**src/rtl/addsub_pkg.sv**
```systemverilog
// Shared configuration for the pipelined adder/subtractor: default sizes,
// chunk-width helper and the legality check for a WIDTH/STAGES pair.
package addsub_pkg;

    localparam int DEFAULT_WIDTH  = 16;
    localparam int DEFAULT_STAGES = 4;

    function automatic int chunkWidth(input int width, input int stages);
        return width / stages;
    endfunction

    function automatic bit configOk(input int width, input int stages);
        return (stages >= 1) && (stages <= width) && ((width % stages) == 0);
    endfunction

endpackage

```
**src/rtl/addsub_chunk.sv**
```systemverilog
// CW-bit ripple-carry adder; one instance per pipeline stage so the
// longest combinational carry chain is a single chunk.
module addsub_chunk #(
    parameter int CW = 4
) (
    input  logic [CW-1:0] a,
    input  logic [CW-1:0] b,
    input  logic          cin,
    output logic [CW-1:0] sum,
    output logic          cout
);

    logic w_carry;

    always_comb begin
        w_carry = cin;
        sum     = '0;
        for (int i = 0; i < CW; i++) begin
            sum[i]  = a[i] ^ b[i] ^ w_carry;
            w_carry = (a[i] & b[i]) | (w_carry & (a[i] ^ b[i]));
        end
        cout = w_carry;
    end

endmodule

```
**src/rtl/pipelined_addsub.sv**
```systemverilog
// Pipelined chunked adder/subtractor with valid/ready on both sides. Chunk k
// is added in stage k; operands are skewed in, sums de-skewed out.
module pipelined_addsub
    import addsub_pkg::*;
#(
    parameter int WIDTH  = DEFAULT_WIDTH,
    parameter int STAGES = DEFAULT_STAGES
) (
    input  logic             CLK,
    input  logic             RST_N,
    input  logic [WIDTH-1:0] A,
    input  logic [WIDTH-1:0] B,
    input  logic             CIN,
    input  logic             SUB,
    input  logic             IN_VALID,
    output logic             IN_READY,
    output logic [WIDTH-1:0] SUM,
    output logic             CARRY,
    output logic             OVERFLOW,
    output logic             ZERO,
    output logic             OUT_VALID,
    input  logic             OUT_READY
);

    localparam int CW = chunkWidth(WIDTH, STAGES);

    if (!configOk(WIDTH, STAGES)) begin : g_badConfig
        $error("pipelined_addsub: WIDTH must be a non-zero multiple of STAGES");
    end

    logic              w_adv;
    logic [WIDTH-1:0]  w_bEff;
    logic              w_cIn;
    logic [STAGES-1:0] r_valid;
    logic [STAGES-1:0] r_carry;
    logic [STAGES-1:0] w_cout;
    logic [WIDTH-1:0]  w_sumNext;
    logic [WIDTH-1:0]  w_sumOut;
    logic              w_aMsb;
    logic              w_bMsb;
    logic              r_overflow;
    logic              r_zero;

    // The whole pipe moves as one; a full output slot that is not taken freezes everything.
    assign w_adv    = ~r_valid[STAGES-1] | OUT_READY;
    assign IN_READY = w_adv;
    assign w_bEff   = SUB ? ~B : B;
    assign w_cIn    = SUB ? ~CIN : CIN;

    always_ff @(posedge CLK or negedge RST_N) begin
        if (!RST_N) begin
            r_valid <= '0;
            r_carry <= '0;
        end else if (w_adv) begin
            r_valid[0] <= IN_VALID;
            for (int k = 1; k < STAGES; k++) begin
                r_valid[k] <= r_valid[k-1];
            end
            r_carry <= w_cout;
        end
    end

    for (genvar k = 0; k < STAGES; k++) begin : g_stage
        localparam int DSK = STAGES - 1 - k;

        logic [CW-1:0]        w_a;
        logic [CW-1:0]        w_b;
        logic [CW-1:0]        w_sum;
        logic                 w_ci;
        logic [DSK:0][CW-1:0] r_sumPipe;

        if (k == 0) begin : g_first
            assign w_a  = A[CW-1:0];
            assign w_b  = w_bEff[CW-1:0];
            assign w_ci = w_cIn;
        end else begin : g_skew
            logic [k-1:0][CW-1:0] r_aSkew;
            logic [k-1:0][CW-1:0] r_bSkew;

            always_ff @(posedge CLK or negedge RST_N) begin
                if (!RST_N) begin
                    r_aSkew <= '0;
                    r_bSkew <= '0;
                end else if (w_adv) begin
                    r_aSkew[0] <= A[k*CW +: CW];
                    r_bSkew[0] <= w_bEff[k*CW +: CW];
                    for (int j = 1; j < k; j++) begin
                        r_aSkew[j] <= r_aSkew[j-1];
                        r_bSkew[j] <= r_bSkew[j-1];
                    end
                end
            end

            assign w_a  = r_aSkew[k-1];
            assign w_b  = r_bSkew[k-1];
            assign w_ci = r_carry[k-1];
        end

        addsub_chunk #(.CW(CW)) u_chunk (
            .a    (w_a),
            .b    (w_b),
            .cin  (w_ci),
            .sum  (w_sum),
            .cout (w_cout[k])
        );

        always_ff @(posedge CLK or negedge RST_N) begin
            if (!RST_N) begin
                r_sumPipe <= '0;
            end else if (w_adv) begin
                r_sumPipe[0] <= w_sum;
                for (int j = 1; j <= DSK; j++) begin
                    r_sumPipe[j] <= r_sumPipe[j-1];
                end
            end
        end

        assign w_sumOut[k*CW +: CW] = r_sumPipe[DSK];

        // w_sumNext is what the output register of this chunk loads on the next advance.
        if (DSK == 0) begin : g_noDeskew
            assign w_sumNext[k*CW +: CW] = w_sum;
        end else begin : g_deskew
            assign w_sumNext[k*CW +: CW] = r_sumPipe[DSK-1];
        end

        if (k == STAGES - 1) begin : g_last
            assign w_aMsb = w_a[CW-1];
            assign w_bMsb = w_b[CW-1];
        end
    end

    always_ff @(posedge CLK or negedge RST_N) begin
        if (!RST_N) begin
            r_overflow <= 1'b0;
            r_zero     <= 1'b0;
        end else if (w_adv) begin
            r_overflow <= (w_aMsb == w_bMsb) && (w_sumNext[WIDTH-1] != w_aMsb);
            r_zero     <= ~|w_sumNext;
        end
    end

    assign SUM       = w_sumOut;
    assign CARRY     = r_carry[STAGES-1];
    assign OVERFLOW  = r_overflow;
    assign ZERO      = r_zero;
    assign OUT_VALID = r_valid[STAGES-1];

endmodule

```
**config.mk**
```make
export PLATFORM = sky130hd
export DESIGN_NAME = pipelined_addsub
export DESIGN_NICKNAME = d
export VERILOG_FILES = /design/src/rtl/addsub_pkg.sv /design/src/rtl/addsub_chunk.sv /design/src/rtl/pipelined_addsub.sv
export SDC_FILE = /design/constraint.sdc
export NUM_CORES = 1
export LEC_CHECK = 0
export CAP_MARGIN = 20
export CORE_MARGIN = 3
export CORE_UTILIZATION = 57
export CTS_BUF_LIST = sky130_fd_sc_hd__clkbuf_8
export DETAILED_ROUTE_END_ITERATION = 6
export PLACE_DENSITY = 0.82
export SYNTH_ARGS = -nofsm -noshare
export SYNTH_HDL_FRONTEND = slang
export SYNTH_SLANG_ARGS = --single-unit
```
**constraint.sdc**
```tcl
create_clock -name CLK -period 3.3 [get_ports CLK]
set_input_delay 0.495 -clock CLK [delete_from_list [all_inputs] [get_ports CLK]]
set_output_delay 0.495 -clock CLK [all_outputs]
set_load 0.03 [all_outputs]
```
==> flow_summary.ini, run 1 <==
[cells_and_area]
layout_commonest_cell = nand2_1
final_layout_size_suffix_gt1_share_pct = 7.341
antenna_cells = 0
final_cell_mix = 210 x nand2_1, 98 x dfrtp_1, 57 x clkdlybuf4s50_1
postLayoutCoreUtil_pct = 69.23
fin_nets = 554
syn2layout_area_growth_pct = 15.43

[route]
dr_total_vias = 2967
routed_wl_um = 7770
drt_pre_antenna_iters = 4
wl_per_cell_um = 12.89
drt-vias-per-instance = 4.920
drcViolationCount = 0
drt_iter0_drc = 149
route.antenna.remaining_nets = 0

[yosys]
synth-seq-cells = 98
synth-edff-count = 0
synth_top_family_by_area = simple AND/OR/NAND/NOR gates
netlist_area_sq_mm = 0.004443
synth-simple-area-share_pct = 19.94
yosysSeqAreaShare_pct = 55.20
yosysUniqueCellTypes = 22
synth_ff_type = dfrtp_1
syn_avg_cell_area_sq_um = 9.680
ys_warn_count = 0
syn_nets = 514
synth_compound_area_share_pct = 4.928
yosys-mux-area-fraction_pct = 0
synthArstFlopShare_pct = 100.0
postSynthCellCount = 459
synth_xor_area_share_pct = 3.548
synth-adder-area-share_pct = 7.491

[timing]
period_needed_ps = 2550
fmax_ghz = 0.3921
relSlewSlack_pct = 44.72
grt_setup_unrepaired = no
tns_ps = 0
fin_crit_sh_pct = 77.28
drv_slew = 0
worst_slack_ps = 749.9
clock_skew_ps = 10.75
worst_pin_slew_ps = 829.2
finalSetupViolations = 0
hold_viol_final = 0

[placed_design]
place_ws_ps = 348.2
gp_congestion = 0.7533
portBuffers = 58
hpwl_um = 5243

[setup_path]
reg2reg_slack_ps = 800
worstPathRequired_ps = 3550
cp_max_fo = 4
path_class = in -> reg
r2r-end = ZERO$_DFFE_PN0P_
critical_path.endpoint_type = flip-flop
worstSetupStartpointType = primary input
cp.arrival_ps = 2800
ff2ff_path_depth = 10
crit_path_end = g_stage[0].r_sumPipe[3]$_DFFE_PN0P_
crit_start = SUB
rr_startpoint = g_stage[3].w_a[0]$_DFFE_PN0P_

[clock_network]
clockBufferDepth = 2
cts.clk_slew.worst_paths_ps = 90
post_cts_buffers = 0
worst_skew_pair.late_latency_ps = 360
cts_resized = 0
cts_buffers = 9
cts_tree = built
clkSinkCount = 98
cts_root_buffer = clkbuf_8
cts_hold_buf = 0
htree_levels = 3

[job]
cap_violations = 0

[pwr]
p_per_area_mw_per_mm2 = 924.1
ir_drop_v = 0.0006449
p_leak_uw = 0.002513

[die]
start_util_pct = 59.97
io_pins = 59
die_h_um = 94.29
rows = 31
die_w_um = 94.29
die-area_sq_mm = 0.008890
coreArea_sq_mm = 0.007408

[global_route]
overflow = 0
grt_pass1_wl_um = 13140
antenna_found_initial = 0
grt_pass1_vias = 2875
grt_max_degree = 110
track_usage_pct = 19.32

[hold_path]
min-delay-path-class = in -> async

[status]
status = finished clean
stage by stage:
step	area (sq um)	power, uW	hold slack [ps]	cells
5_1_grt	5129	5117	177.4	603
4_1_cts	5101	4769	151.1	602
2_1_floorplan	4443	3523	199.4	459
3_3_place_gp	4897	3871	444.8	586
6_report	5129	4740	136.9	603
3_5_place_dp	4897	3985	446.8	586
sequential cells by signal, indices dropped and copies added (netlist names):
signal and count:
OVERFLOW 1, SUM 12, ZERO 1, g_stage.g_skew.r_aSkew 16, g_stage.g_skew.r_bSkew 16, g_stage.r_sumPipe 28
g_stage.w_a 8, g_stage.w_b 8, r_carry 4, r_valid 4
worst max-delay path, stage by stage:
cell             delay, ps
clkdlybuf4s50_1        550
xnor2_1                120
fa_1                   400
inv_1                   80
fa_1                   160
inv_1                   50
fa_1                   360
inv_1                   80
fa_1                   400
nand2_1                 60
nand2_1                 60
Yosys cell counts, types with 2 or more instances:
| cell | number | area share, % |
|---|---|---|
| xor2_1 | 5 | 0.99 |
| a21oi_2 | 11 | 2.2 |
| fa_1 | 16 | 7.2 |
| nor4b_1 | 2 | 0.39 |
| clkbuf_1 | 2 | 0.17 |
| buf_2 | 7 | 0.79 |
| inv_1 | 26 | 2.2 |
| nor4_1 | 2 | 0.28 |
| o21ai_1 | 12 | 1.4 |
| xnor2_1 | 13 | 2.6 |
| buf_6 | 13 | 3.3 |
| nand2_1 | 210 | 18 |
| buf_4 | 14 | 2.4 |
| nor2_1 | 11 | 0.93 |
| o21ai_0 | 11 | 1.2 |
| dfrtp_1 | 98 | 55 |
metal layers:
layer | global-route usage [%] | routed length [um] | share of wire, % | vias up
li1 | - | - | - | 1458
met1 | 26.65 | 3497 | 45 | 1440
met2 | 30.73 | 3835 | 49 | 58
met3 | 2.804 | 320 | 4.1 | 11
met4 | 8.303 | 117 | 1.5 | 0
met5 | 0 | 0 | 0 | -
cell type report:
class                   count  area [sq um]
fillers                   596          2280
clock buffers              10         137.6
clock inverters             6         66.31
repair buffers             65         650.6
flip-flops and latches     98          2452
inverters                  27         102.6
multi-input cells         298          1595
well taps                  99         123.9
worst min path at each step:
stage                                 startpoint                             endpoint  slack, ps
after floorplan                            RST_N                 OVERFLOW$_DFFE_PN0P_        200
after global placement    r_valid[2]$_DFFE_PN0P_               r_valid[2]$_DFFE_PN0P_        440
after detailed placement  r_valid[2]$_DFFE_PN0P_               r_valid[2]$_DFFE_PN0P_        450
after CTS                                  RST_N               r_carry[0]$_DFFE_PN0P_        150
after global routing                       RST_N  g_stage[0].r_sumPipe[3]$_DFFE_PN0P_        180
final                                      RST_N                   SUM[1]$_DFFE_PN0P_        140
power by group:
group | total (uW) | switching [uW] | internal [uW]
combinational | 1920 | 1120 | 796
sequential | 2040 | 312 | 1730
clock | 780 | 409 | 371
total | 4740 | 1840 | 2900
logic make-up (layout without fill, tap and decap cells):
| logic type | Yosys count | in the layout |
|---|---|---|
| AOI/OAI and AO/OA | 35 | 35 |
| xor gates and xnor gates | 18 | 18 |
| adders and majority gates | 17 | 17 |
| buffers and inverters | 63 | 108 |
| DFF | 98 | 98 |
| and+or+nand+nor | 228 | 228 |
Power figures use the tool's default switching activity.
==> inputs of run 2 (changes only) <==
CORE_UTILIZATION = 51   (was 57)
PLACE_DENSITY = 0.78   (was 0.82)
clock period = 2.3 ns   (was 3.3 ns; I/O delays follow)
==> run 2 against run 1 <==
Net effect: the flow now finishes with violations (setup timing); combinational power rose by 58%; sequential power grew 44%; critical path depth shrank 1; clock power increased by 33%; first-iteration DRC count rose by 25%; register-to-register slack got worse by 950 ps; setup slack lost 900 ps; die area rose by 11%.
==> flow_summary.ini, run 2 (synthesis results as in run 1) <==
[status]
violations = setup timing
status = complete, but fails checks

[die]
die_w_um = 99.34
rows = 33
die-area_sq_mm = 0.009867
die_h_um = 99.34
start_util_pct = 53.27
io_pins = 59
coreArea_sq_mm = 0.008341

[route]
dr_total_vias = 2921
wl_per_cell_um = 12.76
route.antenna.remaining_nets = 0
drt_iter0_drc = 186
drt_pre_antenna_iters = 4
drt-vias-per-instance = 4.757
drcViolationCount = 0
routed_wl_um = 7832

[timing]
hold_viol_final = 0
worst_slack_ps = -147.8
clock_skew_ps = 16.22
period_needed_ps = 2448
drv_slew = 0
fmax_ghz = 0.4085
relSlewSlack_pct = 44.12
hold_slack_ps = 450.9
fin_crit_sh_pct = 106.4
grt_setup_unrepaired = yes
worst_pin_slew_ps = 838.3
finalSetupViolations = 3

[placed_design]
hpwl_um = 5240
place_ws_ps = -535.7
portBuffers = 58
gp_congestion = 0.7832
dpl_cell_area_sq_mm = 0.004971

[global_route]
track_usage_pct = 16.92
grt_max_degree = 110
overflow = 0
grt_pass1_vias = 2940
grt_pass1_wl_um = 13320
antenna_found_initial = 0

[setup_path]
ff2ff_path_depth = 10
cp_max_fo = 2
worstPathRequired_ps = 2560
path_delay_family = adder cells
cp.arrival_ps = 2710
rr_startpoint = g_stage[3].w_a[0]$_DFFE_PN0P_
crit_buf_inv = 4
max_stage_delay_ps = 450
worstPathCellList = inv_2, fa_2, inv_2, fa_2, fa_2, inv_2, fa_1, buf_6, xor2_1, o31ai_1
cp.depth = 10
reg2reg_slack_ps = -150
critical_path.endpoint_type = flip-flop
crit_path_end = OVERFLOW$_DFFE_PN0P_
cp_slowest_cell = fa_1
crit_start = g_stage[3].w_a[0]$_DFFE_PN0P_
r2r-end = OVERFLOW$_DFFE_PN0P_
worstSetupStartpointType = flip-flop
path_class = reg -> reg

[clock_network]
worst_skew_pair.late_latency_ps = 350
cts_tree = built
cts_root_buffer = clkbuf_8
clockBufferDepth = 2
cts.clk_slew.worst_paths_ps = 100
htree_levels = 3
clkSinkCount = 98
cts_buffers = 9

[cells_and_area]
final_layout_size_suffix_gt1_share_pct = 11.20
final-seq-area_sq_mm = 0.002452
syn2layout_area_growth_pct = 17.74
multi_input_area_sq_mm = 0.001655
regMostFlops = g_stage.r_sumPipe
largestRegisters = g_stage.r_sumPipe (28), g_stage.g_skew.r_aSkew (16), g_stage.g_skew.r_bSkew (16)
final_cell_mix = 210 x nand2_1, 98 x dfrtp_1, 55 x clkdlybuf4s50_1
n_fill_cell = 709
antenna_cells = 0
layout_commonest_cell = nand2_1
fin_nets = 559
largest_register_ffs = 28
design_area_sq_mm = 0.005231

[pwr]
p_per_area_mw_per_mm2 = 1341
p_leak_uw = 0.002551
p_total_uw = 7016
ir_drop_v = 0.001617

[hold_path]
min-delay-path-class = in -> async

[job]
cap_violations = 0
-- run 2: metal layers --
layer  track usage, %  vias to the layer above  share of wire [%]
li1                 -                     1470                  -
met1            22.96                     1362                 46
met2            26.29                       72                 46
met3            3.717                       17                4.7
met4            7.668                        0                3.2
met5                0                        -                  0
-- run 2: how the worst min path moves through the flow --
stage | from | to | slack, ps | depth (start not counted)
after floorplan | RST_N | OVERFLOW$_DFFE_PN0P_ | 50 | 0
after global placement | RST_N | SUM[10]$_DFFE_PN0P_ | 290 | 1
after detailed placement | RST_N | SUM[10]$_DFFE_PN0P_ | 300 | 1
after CTS | RST_N | SUM[10]$_DFFE_PN0P_ | 450 | 2
after global routing | RST_N | g_stage[3].g_skew.r_aSkew[2]$_DFFE_PN0P_ | 460 | 2
final | RST_N | SUM[10]$_DFFE_PN0P_ | 450 | 2
-- run 2: power by group --
group | switching, uW | internal, uW
logic | 1680 | 1350
clock network | 585 | 457
registers | 461 | 2480
-- run 2: repair_timing --
item / CTS / global route
hold buffers: 1 / 0
buffers inserted: 1 / 2
endpoints found under the hold margin: 28 / 0
endpoints found under the setup margin: 5 / 4
resized for setup: 8 / 8
pin swaps: 1 / 2
-- run 2: worst register-to-register path: stages (launching register included) --
cell     delay, ps
dfrtp_1        390
inv_2           70
fa_2           200
inv_2           40
fa_2           330
fa_2           340
inv_2           60
fa_1           450
buf_6          140
xor2_1         130
o31ai_1        200
-- run 2: area by class of cell --
type / count / area share, %
well taps: 105 / 2.511
clock inverters: 5 / 0.7175
multi-input cells: 298 / 31.64
flip-flops and latches: 98 / 46.88
inverters: 27 / 1.961
clock buffers: 11 / 2.894
repair buffers: 70 / 13.39
-- run 2: metrics by stage --
| step | utilization, % | cells | setup TNS (ps) |
|---|---|---|---|
| global placement | 59.60 | 594 | -1142 |
| CTS | 62.18 | 612 | -234.5 |
| finish | 62.72 | 614 | -379.8 |
| detailed placement | 59.60 | 594 | -1488 |
| floorplan | - | 459 | -69.61 |
| global route | 62.72 | 614 | -638.5 |
